==> src/rtl/pe_pkg.sv <==
// ---------------------------------------------------------------------------
// pe_pkg
// Shared definitions for the processing element and its operand feeder.
//   - Default operand / accumulator widths, so the PE and the feeder agree.
//   - Default feeder FIFO depth and element-counter width.
//   - Feeder FSM state encoding.
// No ports (package).
// ---------------------------------------------------------------------------
package pe_pkg;

  localparam int PE_PRECISION        = 8;
  localparam int PE_OUTPUT_PRECISION = 32;
  localparam int FEEDER_DEPTH        = 4;
  localparam int FEEDER_CNT_W        = 16;

  // Feeder sequencing states: issue one operand pair to the PE, wait for it
  // to finish, acknowledge, and on the last element emit and clear.
  typedef enum logic [2:0] {
    IDLE  = 3'd0,
    ISSUE = 3'd1,
    BUSY  = 3'd2,
    ACK   = 3'd3,
    EMIT  = 3'd4,
    CLEAR = 3'd5
  } feeder_state_e;

endpackage

==> src/rtl/pe_operand_feeder_if.sv <==
// ---------------------------------------------------------------------------
// pe_operand_feeder_if
// Bundles the three streams around the operand feeder:
//   - operand input stream : in_valid/in_ready/in_a/in_b/in_last
//   - PE handshake         : pe_a/pe_b/pe_start/pe_ready/pe_ack/pe_clear/pe_result
//   - result output stream : out_valid/out_ready/out_data/out_count
// Modports:
//   slave  - the feeder's view (drives in_ready, PE controls and results)
//   master - the surrounding system's view (producer, PE and consumer)
// ---------------------------------------------------------------------------
interface pe_operand_feeder_if
  import pe_pkg::*;
#(
  parameter int PRECISION        = PE_PRECISION,
  parameter int OUTPUT_PRECISION = PE_OUTPUT_PRECISION,
  parameter int CNT_W            = FEEDER_CNT_W
);

  logic                        in_valid;
  logic                        in_ready;
  logic [PRECISION-1:0]        in_a;
  logic [PRECISION-1:0]        in_b;
  logic                        in_last;

  logic [PRECISION-1:0]        pe_a;
  logic [PRECISION-1:0]        pe_b;
  logic                        pe_start;
  logic                        pe_ready;
  logic                        pe_ack;
  logic                        pe_clear;
  logic [OUTPUT_PRECISION-1:0] pe_result;

  logic                        out_valid;
  logic                        out_ready;
  logic [OUTPUT_PRECISION-1:0] out_data;
  logic [CNT_W-1:0]            out_count;

  modport slave (
    input  in_valid, in_a, in_b, in_last,
    output in_ready,
    output pe_a, pe_b, pe_start, pe_ack, pe_clear,
    input  pe_ready, pe_result,
    output out_valid, out_data, out_count,
    input  out_ready
  );

  modport master (
    output in_valid, in_a, in_b, in_last,
    input  in_ready,
    input  pe_a, pe_b, pe_start, pe_ack, pe_clear,
    output pe_ready, pe_result,
    input  out_valid, out_data, out_count,
    output out_ready
  );

endinterface

==> src/rtl/pe_operand_fifo.sv <==
// ---------------------------------------------------------------------------
// pe_operand_fifo
// Small synchronous FIFO holding packed operand entries {last, a, b}.
// Ports:
//   clk, rst_n   - clock, asynchronous active-low reset
//   push, wdata  - write request / data (ignored while full)
//   pop, rdata   - read request (ignored while empty) / head entry
//   full, empty  - registered status flags
// DEPTH must be a power of two so the pointers wrap by plain overflow.
// ---------------------------------------------------------------------------
module pe_operand_fifo #(
  parameter int WIDTH = 17,
  parameter int DEPTH = 4
) (
  input  logic             clk,
  input  logic             rst_n,
  input  logic             push,
  input  logic [WIDTH-1:0] wdata,
  input  logic             pop,
  output logic [WIDTH-1:0] rdata,
  output logic             full,
  output logic             empty
);

  localparam int PTR_W = $clog2(DEPTH);
  localparam int OCC_W = PTR_W + 1;

  logic [WIDTH-1:0] mem [DEPTH];
  logic [PTR_W-1:0] wr_ptr;
  logic [PTR_W-1:0] rd_ptr;
  logic [OCC_W-1:0] occ;
  logic [OCC_W-1:0] occ_next;
  logic             do_push;
  logic             do_pop;

  assign do_push = push && !full;
  assign do_pop  = pop && !empty;
  assign rdata   = mem[rd_ptr];

  // Next occupancy; the flags are registered from it so that full/empty
  // are glitch-free outputs that change only on the clock edge.
  always_comb begin
    occ_next = occ;
    case ({do_push, do_pop})
      2'b10:   occ_next = occ + 1'b1;
      2'b01:   occ_next = occ - 1'b1;
      default: occ_next = occ;
    endcase
  end

  always_ff @(posedge clk or negedge rst_n) begin
    if (!rst_n) begin
      wr_ptr <= '0;
      rd_ptr <= '0;
      occ    <= '0;
      full   <= 1'b0;
      empty  <= 1'b1;
    end else begin
      if (do_push) wr_ptr <= wr_ptr + 1'b1;
      if (do_pop)  rd_ptr <= rd_ptr + 1'b1;
      occ   <= occ_next;
      full  <= (occ_next == OCC_W'(DEPTH));
      empty <= (occ_next == '0);
    end
  end

  // Storage needs no reset: the pointers decide what is valid.
  always_ff @(posedge clk) begin
    if (do_push) mem[wr_ptr] <= wdata;
  end

endmodule

==> src/rtl/pe_operand_feeder.sv <==
// ---------------------------------------------------------------------------
// pe_operand_feeder
// Buffers operand pairs and feeds them one at a time to the processing
// element; on the element marked last it captures the PE accumulator,
// presents it on a valid/ready result stream, then pulses the PE clear.
// Ports:
//   CLK      - system clock (rising edge)
//   reset_n  - asynchronous active-low reset
//   bus      - pe_operand_feeder_if.slave: operand input stream, PE
//              handshake and result output stream
// ---------------------------------------------------------------------------
module pe_operand_feeder
  import pe_pkg::*;
#(
  parameter int PRECISION        = PE_PRECISION,
  parameter int OUTPUT_PRECISION = PE_OUTPUT_PRECISION,
  parameter int DEPTH            = FEEDER_DEPTH,
  parameter int CNT_W            = FEEDER_CNT_W
) (
  input logic               CLK,
  input logic               reset_n,
  pe_operand_feeder_if.slave bus
);

  localparam int ENTRY_W = 2 * PRECISION + 1;

  logic [ENTRY_W-1:0]          fifo_wdata;
  logic [ENTRY_W-1:0]          fifo_rdata;
  logic                        fifo_push;
  logic                        fifo_pop;
  logic                        fifo_full;
  logic                        fifo_empty;

  logic                        head_last;
  logic [PRECISION-1:0]        head_a;
  logic [PRECISION-1:0]        head_b;

  feeder_state_e               state_q,     state_d;
  logic [PRECISION-1:0]        pe_a_q,      pe_a_d;
  logic [PRECISION-1:0]        pe_b_q,      pe_b_d;
  logic                        last_q,      last_d;
  logic                        start_q,     start_d;
  logic                        ack_q,       ack_d;
  logic                        clear_q,     clear_d;
  logic                        out_valid_q, out_valid_d;
  logic [OUTPUT_PRECISION-1:0] out_data_q,  out_data_d;
  logic [CNT_W-1:0]            out_count_q, out_count_d;
  logic [CNT_W-1:0]            cnt_q,       cnt_d;

  // Entries are packed {last, a, b}; in_ready is simply the registered
  // not-full flag, so a push can never land on a full FIFO.
  assign fifo_wdata = {bus.in_last, bus.in_a, bus.in_b};
  assign fifo_push  = bus.in_valid && bus.in_ready;
  assign head_last  = fifo_rdata[ENTRY_W-1];
  assign head_a     = fifo_rdata[2*PRECISION-1:PRECISION];
  assign head_b     = fifo_rdata[PRECISION-1:0];

  pe_operand_fifo #(
    .WIDTH (ENTRY_W),
    .DEPTH (DEPTH)
  ) u_fifo (
    .clk   (CLK),
    .rst_n (reset_n),
    .push  (fifo_push),
    .wdata (fifo_wdata),
    .pop   (fifo_pop),
    .rdata (fifo_rdata),
    .full  (fifo_full),
    .empty (fifo_empty)
  );

  // Next-state and next-output logic. All PE and result outputs are
  // registered; ack and clear default low so each is a one-cycle pulse
  // that is only raised on entry to ACK / CLEAR.
  always_comb begin
    state_d     = state_q;
    pe_a_d      = pe_a_q;
    pe_b_d      = pe_b_q;
    last_d      = last_q;
    start_d     = start_q;
    ack_d       = 1'b0;
    clear_d     = 1'b0;
    out_valid_d = out_valid_q;
    out_data_d  = out_data_q;
    out_count_d = out_count_q;
    cnt_d       = cnt_q;
    fifo_pop    = 1'b0;

    case (state_q)
      IDLE: begin
        if (!fifo_empty && bus.pe_ready) begin
          fifo_pop = 1'b1;
          pe_a_d   = head_a;
          pe_b_d   = head_b;
          last_d   = head_last;
          start_d  = 1'b1;
          state_d  = ISSUE;
        end
      end
      ISSUE: begin
        // The PE drops ready once it has latched the operands.
        if (!bus.pe_ready) begin
          start_d = 1'b0;
          state_d = BUSY;
        end
      end
      BUSY: begin
        if (bus.pe_ready) begin
          cnt_d   = (cnt_q == {CNT_W{1'b1}}) ? cnt_q : cnt_q + 1'b1;
          ack_d   = 1'b1;
          state_d = ACK;
        end
      end
      ACK: begin
        // The accumulator is sampled here, after the PE reported done.
        if (last_q) begin
          out_data_d  = bus.pe_result;
          out_count_d = cnt_q;
          out_valid_d = 1'b1;
          state_d     = EMIT;
        end else begin
          state_d = IDLE;
        end
      end
      EMIT: begin
        if (bus.out_ready) begin
          out_valid_d = 1'b0;
          clear_d     = 1'b1;
          cnt_d       = '0;
          state_d     = CLEAR;
        end
      end
      CLEAR: begin
        if (bus.pe_ready) state_d = IDLE;
      end
      default: state_d = IDLE;
    endcase
  end

  // State and output registers; reset returns everything to idle without
  // touching the PE clear line (the PE has its own system reset).
  always_ff @(posedge CLK or negedge reset_n) begin
    if (!reset_n) begin
      state_q     <= IDLE;
      pe_a_q      <= '0;
      pe_b_q      <= '0;
      last_q      <= 1'b0;
      start_q     <= 1'b0;
      ack_q       <= 1'b0;
      clear_q     <= 1'b0;
      out_valid_q <= 1'b0;
      out_data_q  <= '0;
      out_count_q <= '0;
      cnt_q       <= '0;
    end else begin
      state_q     <= state_d;
      pe_a_q      <= pe_a_d;
      pe_b_q      <= pe_b_d;
      last_q      <= last_d;
      start_q     <= start_d;
      ack_q       <= ack_d;
      clear_q     <= clear_d;
      out_valid_q <= out_valid_d;
      out_data_q  <= out_data_d;
      out_count_q <= out_count_d;
      cnt_q       <= cnt_d;
    end
  end

  assign bus.in_ready  = !fifo_full;
  assign bus.pe_a      = pe_a_q;
  assign bus.pe_b      = pe_b_q;
  assign bus.pe_start  = start_q;
  assign bus.pe_ack    = ack_q;
  assign bus.pe_clear  = clear_q;
  assign bus.out_valid = out_valid_q;
  assign bus.out_data  = out_data_q;
  assign bus.out_count = out_count_q;

endmodule
==> src/flat_wrapper.sv <==
// flat-port wrapper written by rule: the top's interface ports become plain ports
module pe_operand_feeder_flat import pe_pkg::*;
#(
  parameter int PRECISION        = PE_PRECISION,
  parameter int OUTPUT_PRECISION = PE_OUTPUT_PRECISION,
  parameter int DEPTH            = FEEDER_DEPTH,
  parameter int CNT_W            = FEEDER_CNT_W
)
  (CLK, reset_n, bus_in_valid, bus_in_a, bus_in_b, bus_in_last, bus_in_ready, bus_pe_a, bus_pe_b, bus_pe_start, bus_pe_ack, bus_pe_clear, bus_pe_ready, bus_pe_result, bus_out_valid, bus_out_data, bus_out_count, bus_out_ready);
  pe_operand_feeder_if #(.PRECISION(PRECISION), .OUTPUT_PRECISION(OUTPUT_PRECISION), .CNT_W(CNT_W)) bus_i ();
  input logic CLK;
  input logic reset_n;
  input wire logic [$bits(bus_i.in_valid)-1:0] bus_in_valid;
  input wire logic [$bits(bus_i.in_a)-1:0] bus_in_a;
  input wire logic [$bits(bus_i.in_b)-1:0] bus_in_b;
  input wire logic [$bits(bus_i.in_last)-1:0] bus_in_last;
  output wire logic [$bits(bus_i.in_ready)-1:0] bus_in_ready;
  output wire logic [$bits(bus_i.pe_a)-1:0] bus_pe_a;
  output wire logic [$bits(bus_i.pe_b)-1:0] bus_pe_b;
  output wire logic [$bits(bus_i.pe_start)-1:0] bus_pe_start;
  output wire logic [$bits(bus_i.pe_ack)-1:0] bus_pe_ack;
  output wire logic [$bits(bus_i.pe_clear)-1:0] bus_pe_clear;
  input wire logic [$bits(bus_i.pe_ready)-1:0] bus_pe_ready;
  input wire logic [$bits(bus_i.pe_result)-1:0] bus_pe_result;
  output wire logic [$bits(bus_i.out_valid)-1:0] bus_out_valid;
  output wire logic [$bits(bus_i.out_data)-1:0] bus_out_data;
  output wire logic [$bits(bus_i.out_count)-1:0] bus_out_count;
  input wire logic [$bits(bus_i.out_ready)-1:0] bus_out_ready;
  assign bus_i.in_valid = bus_in_valid;
  assign bus_i.in_a = bus_in_a;
  assign bus_i.in_b = bus_in_b;
  assign bus_i.in_last = bus_in_last;
  assign bus_in_ready = bus_i.in_ready;
  assign bus_pe_a = bus_i.pe_a;
  assign bus_pe_b = bus_i.pe_b;
  assign bus_pe_start = bus_i.pe_start;
  assign bus_pe_ack = bus_i.pe_ack;
  assign bus_pe_clear = bus_i.pe_clear;
  assign bus_i.pe_ready = bus_pe_ready;
  assign bus_i.pe_result = bus_pe_result;
  assign bus_out_valid = bus_i.out_valid;
  assign bus_out_data = bus_i.out_data;
  assign bus_out_count = bus_i.out_count;
  assign bus_i.out_ready = bus_out_ready;
  pe_operand_feeder #(.PRECISION(PRECISION), .OUTPUT_PRECISION(OUTPUT_PRECISION), .DEPTH(DEPTH), .CNT_W(CNT_W)) u_core (.CLK(CLK), .reset_n(reset_n), .bus(bus_i));
endmodule
==> config.mk <==
export PLATFORM = sky130hd
export DESIGN_NAME = pe_operand_feeder_flat
export DESIGN_NICKNAME = d
export VERILOG_FILES = /design/src/rtl/pe_pkg.sv /design/src/rtl/pe_operand_feeder_if.sv /design/src/rtl/pe_operand_fifo.sv /design/src/rtl/pe_operand_feeder.sv /design/src/flat_wrapper.sv
export SDC_FILE = /design/constraint.sdc
export NUM_CORES = 1
export LEC_CHECK = 0
export ABC_AREA = 1
export BUFFER_PORTS_ARGS = -buffer_cell sky130_fd_sc_hd__buf_2
export CAP_MARGIN = 10
export CORE_ASPECT_RATIO = 0.7
export CORE_MARGIN = 5
export CORE_UTILIZATION = 50
export DETAILED_ROUTE_END_ITERATION = 7
export GPL_TIMING_DRIVEN = 0
export PLACE_DENSITY = 0.76
export SETUP_SLACK_MARGIN = 0.4
export SLEW_MARGIN = 5
export SYNTH_ARGS = -nofsm -noshare
export SYNTH_HDL_FRONTEND = slang
export SYNTH_SLANG_ARGS = --single-unit
==> constraint.sdc <==
create_clock -name CLK -period 2.3 [get_ports CLK]
set_clock_uncertainty 0.05 [all_clocks]
set_input_delay 0.23 -clock CLK [delete_from_list [all_inputs] [get_ports CLK]]
set_output_delay 0.23 -clock CLK [all_outputs]
set_load 0.02 [all_outputs]
## Word level (Yosys, flattened, before mapping)

Memories as Yosys holds them, arrays and structs flattened. A register that Yosys moved wholly into a read port is not among the register bits.
Index checks and enable logic that the tools add are counted.

| storage, ports and cells | value |
|---|---|
| RAM bits | 68 |
| output and inout port bits | 69 |
| bits of input ports | 54 |
| bits in registers | 80 |
| memories kept | 1 |

| cells by class | value |
|---|---|
| add/sub/neg operators | 5 |
| eq/ne operators | 16 |
| reduce and logical (&&, ||, !) cells | 18 |
| muxes and demuxes | 26 |

Memory list:

| name | words | width | rd ports | clocked after Yosys merged registers in | write ports | RTL line | text |
|---|---|---|---|---|---|---|---|
| u_core.u_fifo.mem | 4 | 17 | 1 | 1 | 1 | pe_operand_fifo.sv:28 | `logic [WIDTH-1:0] mem [DEPTH];` |

Operator list:

| cell | number |
|---|---|
| $mux 16 | 3 |
| $pmux 16 s2 | 1 |
| $mux 3 | 6 |
| $pmux 3 s6 | 1 |
| $add 16x1->16 const B | 1 |
| $eq 16x16->1 const B | 1 |
| $mux 1 | 12 |
| $ne 2x2->1 const B | 5 |
| $eq 3x3->1 const B | 3 |
| $eq 3x2->1 const B | 2 |
| $logic_not 3->1 | 2 |
| $pmux 3 s2 | 1 |
| $reduce_and 3->1 | 2 |
| $reduce_bool 2->1 | 3 |
| $reduce_and 5->1 | 1 |
| $add 2x1->2 const B | 2 |
| $logic_and 1x1->1 | 4 |
| $ne 2x1->1 const B | 2 |
| $pmux 1 s2 | 2 |
| $reduce_and 2->1 | 2 |
| $reduce_and 4->1 | 1 |
| $add 3x1->3 const B | 1 |
| $eq 3x1->1 const B | 1 |
| $logic_not 1->1 | 3 |
| 3 further kinds | 3 |

## Longest topological paths before layout

Gate-level depths: netlist of run 1.

| logic depth | value |
|---|---|
| word-level depth | 8 |
| mapped depth | 15 |

## By module

A second synthesis of run 1 with hierarchy kept.

| second synthesis, totals | value |
|---|---|
| cell total of the unflattened synthesis | 704 |
| area, all modules | 6924.1 µm² |

By module, submodules not included:

| module | times used | area an instance (µm²) | cells an instance | seq. area each (µm²) |
|---|---|---|---|---|
| pe_operand_feeder | 1 | 3880.0 | 484 | 2202.1 |
| pe_operand_fifo | 1 | 3044.2 | 220 | 2268.4 |

## Worst setup path before layout of run 1

Ideal clock, no wire load.

| path | value |
|---|---|
| path kind | flip-flop to flip-flop |
| start point | register u_core.state_q[0] |
| end point | register u_core.u_fifo.empty |
| path buffers | 1 |
| stages on the path, launching flop included | 13 |
| data required time | 2.183 ns |
| slack | -0.041 ns |
| data arrival time | 2.223 ns |
| period minus slack after synthesis | 2.341 ns |
| setup time | 0.067 ns |
| path through | dfrtp_1 inv_2 nand2_1 nor2_1 nand2_1 inv_2 buf_2 ha_1 inv_1 fa_1 o21ai_0 or2_2 nor2_1 |

| on the way | value |
|---|---|
| longest elaborated chain between the ends | 6 |

Ends and longest elaborated chain:

| element | RTL line | text |
|---|---|---|
| from (decl) | pe_operand_feeder.sv:38 | `feeder_state_e state_q, state_d;` |
| from (signal assigned) | pe_operand_feeder.sv:156 | `state_q <= state_d;` |
| $logic_not 3->1 * | pe_operand_feeder.sv:89 | `case (state_q)` |
| $mux 1 * | pe_operand_feeder.sv:89 |  |
| $logic_and 1x1->1 * | pe_operand_fifo.sv:37 | `assign do_pop = pop && !empty;` |
| $eq 2x1->1 or $eq 2x2->1 (tied branches) | pe_operand_fifo.sv:44 | `case ({do_push, do_pop})` |
| $pmux 3 s2 * | pe_operand_fifo.sv:44 |  |
| net u_core.u_fifo.occ_next[1] | pe_operand_fifo.sv:32 | `logic [OCC_W-1:0] occ_next;` |
| $logic_not 3->1 * | pe_operand_fifo.sv:63 | `empty <= (occ_next == '0);` |
| to (signal assigned) | pe_operand_fifo.sv:63 |  |
| to (decl) | pe_operand_fifo.sv:22 | `output logic empty` |

The timed path passes the listed nets; every way through them passes the cells marked *.
A chain may end at the register's enable or synchronous reset.

## Worst setup path after layout of run 1

| path | value |
|---|---|
| start point | register u_core.state_q[1] |
| end point | register u_core.u_fifo.empty |

The elaborated chain is that of the path after synthesis.

==> results of run 1 <==
## stage by stage
step                      cell area [sq um]  hold WS (ns)
after floorplan                        6850        -0.116
after global placement                 7700         0.380
after detailed placement               7810         0.166
after CTS                              8970      0.000410
after global routing                   9050        0.0334
final                                  9050        0.0308
## Yosys cell counts (all sizes together)
| master | number | area (sq um) |
|---|---|---|
| nor4 | 1 | 6.26 |
| or2 | 1 | 6.26 |
| a31oi | 18 | 113 |
| nand3 | 18 | 90.1 |
| nand3b | 1 | 7.51 |
| xnor2 | 1 | 8.76 |
| buf | 17 | 93.8 |
| clkbuf | 12 | 45.0 |
| nand4 | 5 | 31.3 |
| inv | 39 | 146 |
| xor2 | 3 | 26.3 |
| dfstp | 1 | 26.3 |
| fa | 1 | 20.0 |
| a21oi | 7 | 35.0 |
| nand2 | 221 | 840 |
| o21ai | 57 | 289 |
| edfxtp | 68 | 2040 |
| o22ai | 1 | 6.26 |
| nor3 | 2 | 15.0 |
| o31ai | 1 | 7.51 |
| ha | 6 | 75.1 |
| dfrtp | 96 | 2400 |
| clkinv | 1 | 3.75 |
| nor2 | 128 | 488 |
## critical path, delay by kind of cell (launching register included)
family,cells,cell delay [ns]
fa+ha+maj,2,0.46
simple gates,7,0.51
flops,1,0.40
buf+inv,5,0.48
xor+xnor,1,0.21
## area by class of cell
| class | count | area, sq um |
|---|---|---|
| clock buffer | 20 | 450 |
| fill | 1028 | 4210 |
| sequential | 165 | 4470 |
| inverter | 40 | 155 |
| buffer | 29 | 160 |
| multi-input combinational | 472 | 2150 |
| tap | 185 | 231 |
| clock inverter | 12 | 96.3 |
| timing repair buffer | 194 | 1340 |
## registers in the layout (all words and copies together) (netlist names), 2 cells and up
name	count
u_core.bus.pe_b	8
u_core.bus.out_count	16
u_core.cnt_q	16
u_core.bus.pe_a	8
u_core.u_fifo.wr_ptr	2
u_core.u_fifo.mem	68
u_core.u_fifo.occ	3
u_core.u_fifo.rd_ptr	2
u_core.bus.out_data	32
u_core.state_q	3
## worst paths after layout
path	to	cells after the start	slack [ns]
max	u_core.u_fifo.empty$_DFF_PN1_	15	0.13
min	u_core.bus.pe_clear$_DFF_PN0_	3	0.03
max reg2reg	u_core.u_fifo.empty$_DFF_PN1_	15	0.13
min reg2reg	u_core.bus.out_data[24]$_DFFE_PN0P_	2	0.42
max in group asynchronous	u_core.u_fifo.empty$_DFF_PN1_	3	1.21
min in group asynchronous	u_core.bus.out_data[17]$_DFFE_PN0P_	2	0.27
## metal layers
metal / vias to the layer above / global-route usage / wire (um)
met5: - / 0 / 0
li1: 2729 / - / -
met2: 231 / 0.342 / 7770
met1: 2600 / 0.312 / 7790
met4: 0 / 0.0542 / 170
met3: 17 / 0.0551 / 1470
## power by group through the flow
stage / combinational, uW / clock, uW / sequential [uW]
finish: 4370 / 2610 / 4310
global placement: 3710 / 0 / 4350
floorplan: 1940 / 0 / 4930
detailed placement: 3900 / 0 / 4370
CTS: 4220 / 2650 / 4310
global route: 4830 / 2780 / 4400
## logic make-up (layout without fill, tap and decap cells)
kind of cell / count (synthesis) / in the layout / synth area share
buffers and inverters: 69 / 295 / 0.0424
XOR/XNOR: 4 / 4 / 0.00513
AND/OR/NAND/NOR: 377 / 377 / 0.217
flip-flops: 165 / 165 / 0.655
adder cells (fa/ha/maj): 7 / 7 / 0.0139
AO/OA/AOI/OAI: 84 / 84 / 0.0660
## layout by cell type, fill, tap and decap left out, drive strengths merged
cell type    count
nor3             2
nand3           18
dlygate4sd3     50
nand4            5
a31oi           18
dfrtp           96
xnor2            1
a21oi            7
clkbuf          32
clkinv           6
nand3b           1
o22ai            1
o21ai           57
nor2           128
or2              1
nand2          221
xor2             3
nor4             1
edfxtp          68
fa               1
ha               6
clkinvlp         2
dfstp            1
o31ai            1
buf            161
inv             44
## repair_timing
action	in CTS	in global routing
pin swaps	7	3
setup buffers	12	5
endpoints found under the hold margin	128	4
hold buffers	49	1
resized for setup	9	19
endpoints found under the setup margin	8	69
==> impl_metrics.tcl, run 1 <==
set metrics [dict create \
    die_w_um 150 \
    ys_ff_latch 165 \
    min_from "bus_out_ready" \
    cap_violations 0 \
    antenna_found_initial 0 \
    critPathLaunch "u_core.state_q[1]$_DFFE_PN0P_" \
    final_max_slew_viol_count 0 \
    worst_pin_slew_ns 0.631 \
    required_ns 2.60 \
    slowest_stage "dfrtp_1" \
    syn_area_sq_um 6820 \
    slew_headroom 0.579 \
    cp_max_fo 3 \
    fin_nets 980 \
    setup_ws_ns 0.130 \
    critPathKind "flip-flop to flip-flop" \
    firstDrtPassIters 5 \
    synth_warnings 0 \
    vias 5577 \
    finalSetupViolations 0 \
    drcViolationCount 0 \
    yosysUniqueCellTypes 33 \
    hold_violations 0 \
    worstSetupStartpointType "flip-flop" \
    yosysSeqAreaShare 0.655 \
    clock.fmax_ghz 0.461 \
    p_comb_frac 0.387 \
    outcome "completed" \
    tritoncts "yes" \
    grt_max_degree 66 \
    h-tree-depth 4 \
    finalCritPeriodShare 0.944 \
    max_stage_delay_ns 0.40 \
    area_growth_pct 32.7 \
    syn_nets 767 \
    core_sq_um 13300 \
    critical_path.cell_chain "inv_2 > nand2_4 > nor2_4 > nand2_4 > inv_4 > buf_12 > ha_4 > inv_4 > fa_2 > nor2_1 > nor2_1 > nand2_1 > xor2_2 > buf_4 > nor2_4" \
    num_rows 35 \
    ant_nets 0 \
    viasPerCell 4.99 \
    power.density_nw_per_um2 1250 \
    switching_share 0.386 \
    cts.sink_count 165 \
    wirelength_um 17200 \
    hp-class "input pin to flip-flop" \
    ctsRootBufferMaster "clkbuf_16" \
    initialDrtViolationCount 416 \
    start_util 0.514 \
    layout_min_cycle_time_ns 2.17 \
    ios 123 \
    clk_pin_slew_ns 0.06 \
    syn_avg_cell_area_sq_um 9.67 \
    drive_above_1_share 0.249 \
    p_int_uw 6930 \
    p_leak_uw 0.00421 \
    peakVddDrop_mv 0.680 \
    grt_pass1_vias 5374 \
    placed_cells 1018 \
    power.total_uw 11300 \
    p_seq_frac 0.382 \
    cts.path.max_buffers 2 \
    grtUsageTotal 0.220 \
    crit_arrival_ns 2.47 \
    setup_tns_ns 0 \
    grt_pass1_wl_um 27500 \
    r2r_start "u_core.state_q[1]$_DFFE_PN0P_" \
    critical_path.endpoint_type "flip-flop" \
    antenna_cells 0 \
    pre_cts_slack_ns -0.175 \
    final_cells 1117 \
    overflow 0 \
    dpl.hpwl_um 11000 \
    finish.utilization 0.682 \
    fp.dieH_um 108 \
    routedWlPerCell_um 15.4 \
    clkPwrFrac 0.231 \
    switchingPower_uw 4350 \
    die_area_sq_um 16100 \
    place.gp.congestion 0.931 \
    synthCells 706 \
    cts_buffers 17 \
    worstSkewPairLatency_ns 0.42 \
    port_buffers 122 \
    rsz0062_at_grt "true" \
]
No activity file was read; power rests on OpenSTA's default activity.
==> run 2: changes to the inputs <==
Settings changed: RECOVER_POWER set to 50.
==> run 2 against run 1 <==
- combinational power decreased by 1%
- sequential cell count unchanged
- cell count did not move
- largest power group is now sequential cells
==> impl_metrics.tcl, run 2 (synthesized netlist as in run 1, its figures left out) <==
set metrics [dict create \
    wl_met1_um 8020 \
    grtUsageTotal 0.220 \
    worstSetupStartpointType "flip-flop" \
    slew_headroom 0.408 \
    fp.dieH_um 108 \
    critPathKind "flip-flop to flip-flop" \
    multi_input_area_sq_um 2150 \
    min_path_cells 3 \
    tritoncts "yes" \
    initialDrtViolationCount 427 \
    die_area_sq_um 16100 \
    ctsRootBufferMaster "clkbuf_16" \
    ios 123 \
    cap_violations 0 \
    wirelength_um 17300 \
    grt_pass1_vias 5374 \
    seq_area_sq_um 4470 \
    grt_max_degree 66 \
    post_dp_cell_area_sq_um 7810 \
    clock.fmax_ghz 0.462 \
    power.total_uw 11200 \
    dpl.hpwl_um 11000 \
    top_register "u_core.u_fifo.mem" \
    place.gp.congestion 0.931 \
    layout_commonest_cell "nand2_1" \
    cts.path.max_buffers 2 \
    required_ns 2.60 \
    largest_reg_flops 68 \
    num_rows 35 \
    r2r_setup_slack_ns 0.13 \
    vias 5573 \
    hp-class "input pin to flip-flop" \
    layout_min_cycle_time_ns 2.17 \
    outcome "completed" \
    p_leak_uw 0.00407 \
    rsz0062_at_grt "true" \
    antenna_cells 0 \
    grt_pass1_wl_um 27500 \
    finalCritPeriodShare 0.942 \
    cts_buffers 17 \
    cp_max_fo 3 \
    top_layer "met4" \
    area_growth_pct 31.8 \
    worstSkewPairLatency_ns 0.42 \
    r2r_start "u_core.state_q[0]$_DFFE_PN0P_" \
    crit_arrival_ns 2.46 \
    final_cell_mix "nand2_1 (217), nor2_1 (118), dfrtp_1 (94)" \
    viasPerCell 4.99 \
    r2r_cells 15 \
    critical_path.endpoint_type "flip-flop" \
    finalSetupViolations 0 \
    hold_violations 0 \
    drive_above_1_share 0.197 \
    port_buffers 122 \
    fin_nets 980 \
    power.density_nw_per_um2 1250 \
    firstDrtPassIters 5 \
    die_w_um 150 \
    peakVddDrop_mv 0.678 \
    worst_pin_slew_ns 0.888 \
    antenna_found_initial 0 \
    min_from "bus_out_ready" \
    h-tree-depth 4 \
    hold_end "u_core.bus.pe_clear$_DFF_PN0_" \
    ant_nets 0 \
    overflow 0 \
    clk_pin_slew_ns 0.06 \
    cts.sink_count 165 \
    start_util 0.514 \
    reg2reg_to "u_core.u_fifo.empty$_DFF_PN1_" \
    routedWlPerCell_um 15.5 \
    final_max_slew_viol_count 0 \
    dr_wl_met2_um 7800 \
    drcViolationCount 0 \
    wl_met3_um 1350 \
    final_area_sq_um 8990 \
    core_sq_um 13300 \
    nFillCells 1055 \
]
## run 2: worst max path at each step
stage                                          to  cells past startpoint  slack (ns)                          start
2_1_floorplan       u_core.u_fifo.empty$_DFF_PN1_                     12        0.17  u_core.state_q[0]$_DFFE_PN0P_
3_3_place_gp   u_core.u_fifo.mem[3][12]$_DFFE_PP_                      3       -0.21   u_core.u_fifo.full$_DFF_PN0_
3_5_place_dp         u_core.u_fifo.full$_DFF_PN0_                     15       -0.18  u_core.state_q[1]$_DFFE_PN0P_
4_1_cts              u_core.u_fifo.full$_DFF_PN0_                     12        0.19  u_core.state_q[0]$_DFFE_PN0P_
5_1_grt              u_core.u_fifo.full$_DFF_PN0_                     15        0.05  u_core.state_q[0]$_DFFE_PN0P_
6_report            u_core.u_fifo.empty$_DFF_PN1_                     15        0.13  u_core.state_q[0]$_DFFE_PN0P_
## run 2: report_power, final
| group | switching [uW] | internal [uW] |
|---|---|---|
| Combinational | 2820 | 1490 |
| Clock | 1180 | 1440 |
| Sequential | 378 | 3940 |
| Total | 4380 | 6870 |
## run 2: timing repair
item / in CTS / in global routing
setup endpoints to repair: 8 / 69
gates resized for setup: 9 / 19
hold buffers: 49 / 1
pin swaps: 7 / 3
setup buffers: 12 / 5
endpoints found under the hold margin: 128 / 4
## run 2: final cells by class
class,count,share of cell area
Clock inverter,12,0.0107
Inverter,40,0.0173
Tap cell,185,0.0257
Clock buffer,20,0.0501
Multi-Input combinational cell,472,0.239
Buffer,29,0.0178
Sequential cell,165,0.497
Timing Repair Buffer,194,0.142
## run 2: metrics by stage
| step | TNS [ns] | setup slack, ns | util | cells | hold WS, ns |
|---|---|---|---|---|---|
| floorplan | 0 | 0.168 | - | 706 | -0.116 |
| global placement | -20.25 | -0.208 | 0.580 | 1013 | 0.380 |
| detailed placement | -0.357 | -0.175 | 0.588 | 1018 | 0.166 |
| CTS | 0 | 0.189 | 0.676 | 1111 | 0.000410 |
| global route | 0 | 0.0486 | 0.678 | 1117 | 0.0334 |
| finish | 0 | 0.134 | 0.678 | 1117 | 0.0322 |
## run 2: layer usage
layer / up-vias / GRT usage
met4: 0 / 0.0542
met5: - / 0
met1: 2615 / 0.312
met3: 15 / 0.0551
met2: 217 / 0.342
li1: 2726 / -
## run 2: critical path, stage by stage, from the launching register on
cell	delay [ns]
dfrtp_1	0.39
inv_2	0.08
nand2_4	0.06
nor2_4	0.11
nand2_4	0.07
inv_4	0.08
buf_12	0.11
ha_4	0.13
inv_4	0.04
fa_2	0.33
nor2_1	0.10
nor2_1	0.04
nand2_1	0.10
xor2_2	0.21
buf_4	0.16
nor2_4	0.03
==> run 3: changes to the inputs <==
Settings changed: CORE_UTILIZATION 50 to 52, PLACE_DENSITY 0.76 to 0.75.
Clock period 2.3 ns to 2.54 ns, I/O delays scaled along.
==> run 3 against run 2 <==
- first-iteration DRC count up 2.6%
- wire length shrank 6.5%
- total power down 10%
- worst hold slack got worse by 0.025 ns
==> impl_metrics.tcl, run 3 (synthesized netlist as in run 1, its figures left out) <==
set metrics [dict create \
    outcome "completed" \
    port_buffers 122 \
    power.density_nw_per_um2 1170 \
    drive_above_1_share 0.186 \
    ant_nets 0 \
    routedWlPerCell_um 15.2 \
    p_seq_frac 0.389 \
    min_from "bus_pe_result[29]" \
    ctsRootBufferMaster "clkbuf_16" \
    multi_input_area_sq_um 2140 \
    fin_nets 949 \
    num_rows 35 \
    cts.sink_count 165 \
    drcViolationCount 0 \
    vias 5401 \
    peakVddDrop_mv 0.677 \
    power.total_uw 10100 \
    area_growth_pct 27.0 \
    clock.fmax_ghz 0.475 \
    critPathKind "flip-flop to flip-flop" \
    cts_buffers 17 \
    setup_ws_ns 0.435 \
    overflow 0 \
    switching_share 0.384 \
    layout_min_cycle_time_ns 2.10 \
    final_cell_mix "nand2_1 (215), nor2_1 (117), dfrtp_1 (94)" \
    grtUsageTotal 0.210 \
    p_leak_uw 0.00390 \
    finish.utilization 0.666 \
    finalCritPeriodShare 0.829 \
    h-tree-depth 4 \
    crit_arrival_ns 2.40 \
    setup_tns_ns 0 \
    r2r_start "u_core.state_q[1]$_DFFE_PN0P_" \
    clkPwrFrac 0.246 \
    cts.path.max_buffers 2 \
    worst_pin_slew_ns 1.22 \
    ios 123 \
    critical_path.endpoint_type "flip-flop" \
    cp_max_fo 3 \
    hold_end "u_core.bus.out_data[29]$_DFFE_PN0P_" \
    core_sq_um 13000 \
    largest_reg_flops 68 \
    switchingPower_uw 3880 \
    place.gp.congestion 0.901 \
    top_register "u_core.u_fifo.mem" \
    slew_headroom 0.186 \
    slowest_stage "fa_2" \
    p_int_uw 6230 \
    die_w_um 147 \
    nFillCells 1022 \
    seq_area_sq_um 4470 \
    rsz0062_at_grt "true" \
    initialDrtViolationCount 438 \
    grt_pass1_wl_um 25800 \
    reg2reg_to "u_core.u_fifo.full$_DFF_PN0_" \
    wirelength_um 16200 \
    min_path_cells 3 \
    finalSetupViolations 0 \
    antenna_cells 0 \
    worstSetupStartpointType "flip-flop" \
    p_comb_frac 0.366 \
    grt_max_degree 51 \
    r2r_setup_slack_ns 0.44 \
    required_ns 2.83 \
    viasPerCell 5.06 \
    antenna_found_initial 0 \
    cap_violations 0 \
    dpl.hpwl_um 10900 \
    hp-class "input pin to flip-flop" \
    start_util 0.525 \
    worstSkewPairLatency_ns 0.40 \
    hold_violations 0 \
    die_area_sq_um 15600 \
    r2r_cells 12 \
    firstDrtPassIters 5 \
    max_stage_delay_ns 0.52 \
    fp.dieH_um 106 \
    pre_cts_slack_ns 0.0893 \
    grt_pass1_vias 5038 \
    layout_commonest_cell "nand2_1" \
    clk_pin_slew_ns 0.06 \
    tritoncts "yes" \
    final_max_slew_viol_count 0 \
    critical_path.cell_chain "inv_2 > nand2_4 > nor2_4 > nand2_2 > inv_4 > buf_8 > ha_4 > inv_2 > fa_2 > o21ai_2 > or2_4 > nor2_4" \
]
[run 3: changes by cell type in the layout (fill, tap and decap cells not counted), sizes merged]
cell / change
dlygate4sd3: -26
inv: -1
clkbuf: +11
buf: -14
clkinvlp: -1
[run 3: how the worst max path moves through the flow]
stage          slack (ns)                           from                        endpoint  depth (start not counted)
6_report             0.44  u_core.state_q[1]$_DFFE_PN0P_    u_core.u_fifo.full$_DFF_PN0_                         12
5_1_grt              0.35  u_core.state_q[1]$_DFFE_PN0P_    u_core.u_fifo.full$_DFF_PN0_                         15
4_1_cts              0.41  u_core.state_q[0]$_DFFE_PN0P_    u_core.u_fifo.full$_DFF_PN0_                         15
3_5_place_dp         0.09  u_core.state_q[0]$_DFFE_PN0P_    u_core.u_fifo.full$_DFF_PN0_                         15
3_3_place_gp         0.09                        reset_n  u_core.bus.pe_b[1]$_DFFE_PN0N_                          1
2_1_floorplan        0.41  u_core.state_q[0]$_DFFE_PN0P_   u_core.u_fifo.empty$_DFF_PN1_                         12
[run 3: layout make-up]
type | count | share of cell area
repair buffers | 163 | 0.111
clock inverters | 10 | 0.00996
plain buffers | 29 | 0.0172
clock buffers | 22 | 0.0577
inverters | 40 | 0.0176
flip-flops and latches | 165 | 0.516
well taps | 166 | 0.0240
multi-input cells | 472 | 0.247
[run 3: power groups by stage]
stage | Combinational (uW) | Sequential, uW | Clock (uW)
6_report | 3690 | 3930 | 2490
5_1_grt | 4100 | 4010 | 2660
4_1_cts | 3640 | 3910 | 2520
3_5_place_dp | 3500 | 3960 | 0
3_3_place_gp | 3350 | 3950 | 0
2_1_floorplan | 1760 | 4460 | 0
[run 3: through the flow]
stage | area, sq um | hold slack, ns | std cells
after floorplan | 6850 | -0.0916 | 706
after global placement | 7670 | 0.400 | 994
after detailed placement | 7770 | 0.264 | 999
after CTS | 8640 | 0.000202 | 1058
after global routing | 8670 | 0.00178 | 1067
final | 8670 | 0.00695 | 1067
[run 3: metal layers]
metal / global-route usage / wire [um]
met4: 0.0691 / 310
met2: 0.317 / 7370
met5: 0 / 0
met1: 0.305 / 7460
met3: 0.0434 / 1060
[run 3: timing repair]
action                                  in CTS  in global routing
buffers inserted                             6                  6
hold endpoints to repair                    70                  9
resized for setup                            6                  9
pin swaps                                    3                  4
endpoints found under the setup margin       4                  5
hold buffers                                21                  3
[run 3: worst max-delay path: cells and delay by family, from the launching register on]
kind,cells,cell delay [ns]
AOI/OAI and AO/OA,1,0.06
adders and majority gates,2,0.64
buffers and inverters,4,0.31
DFF,1,0.39
and+or+nand+nor,5,0.59
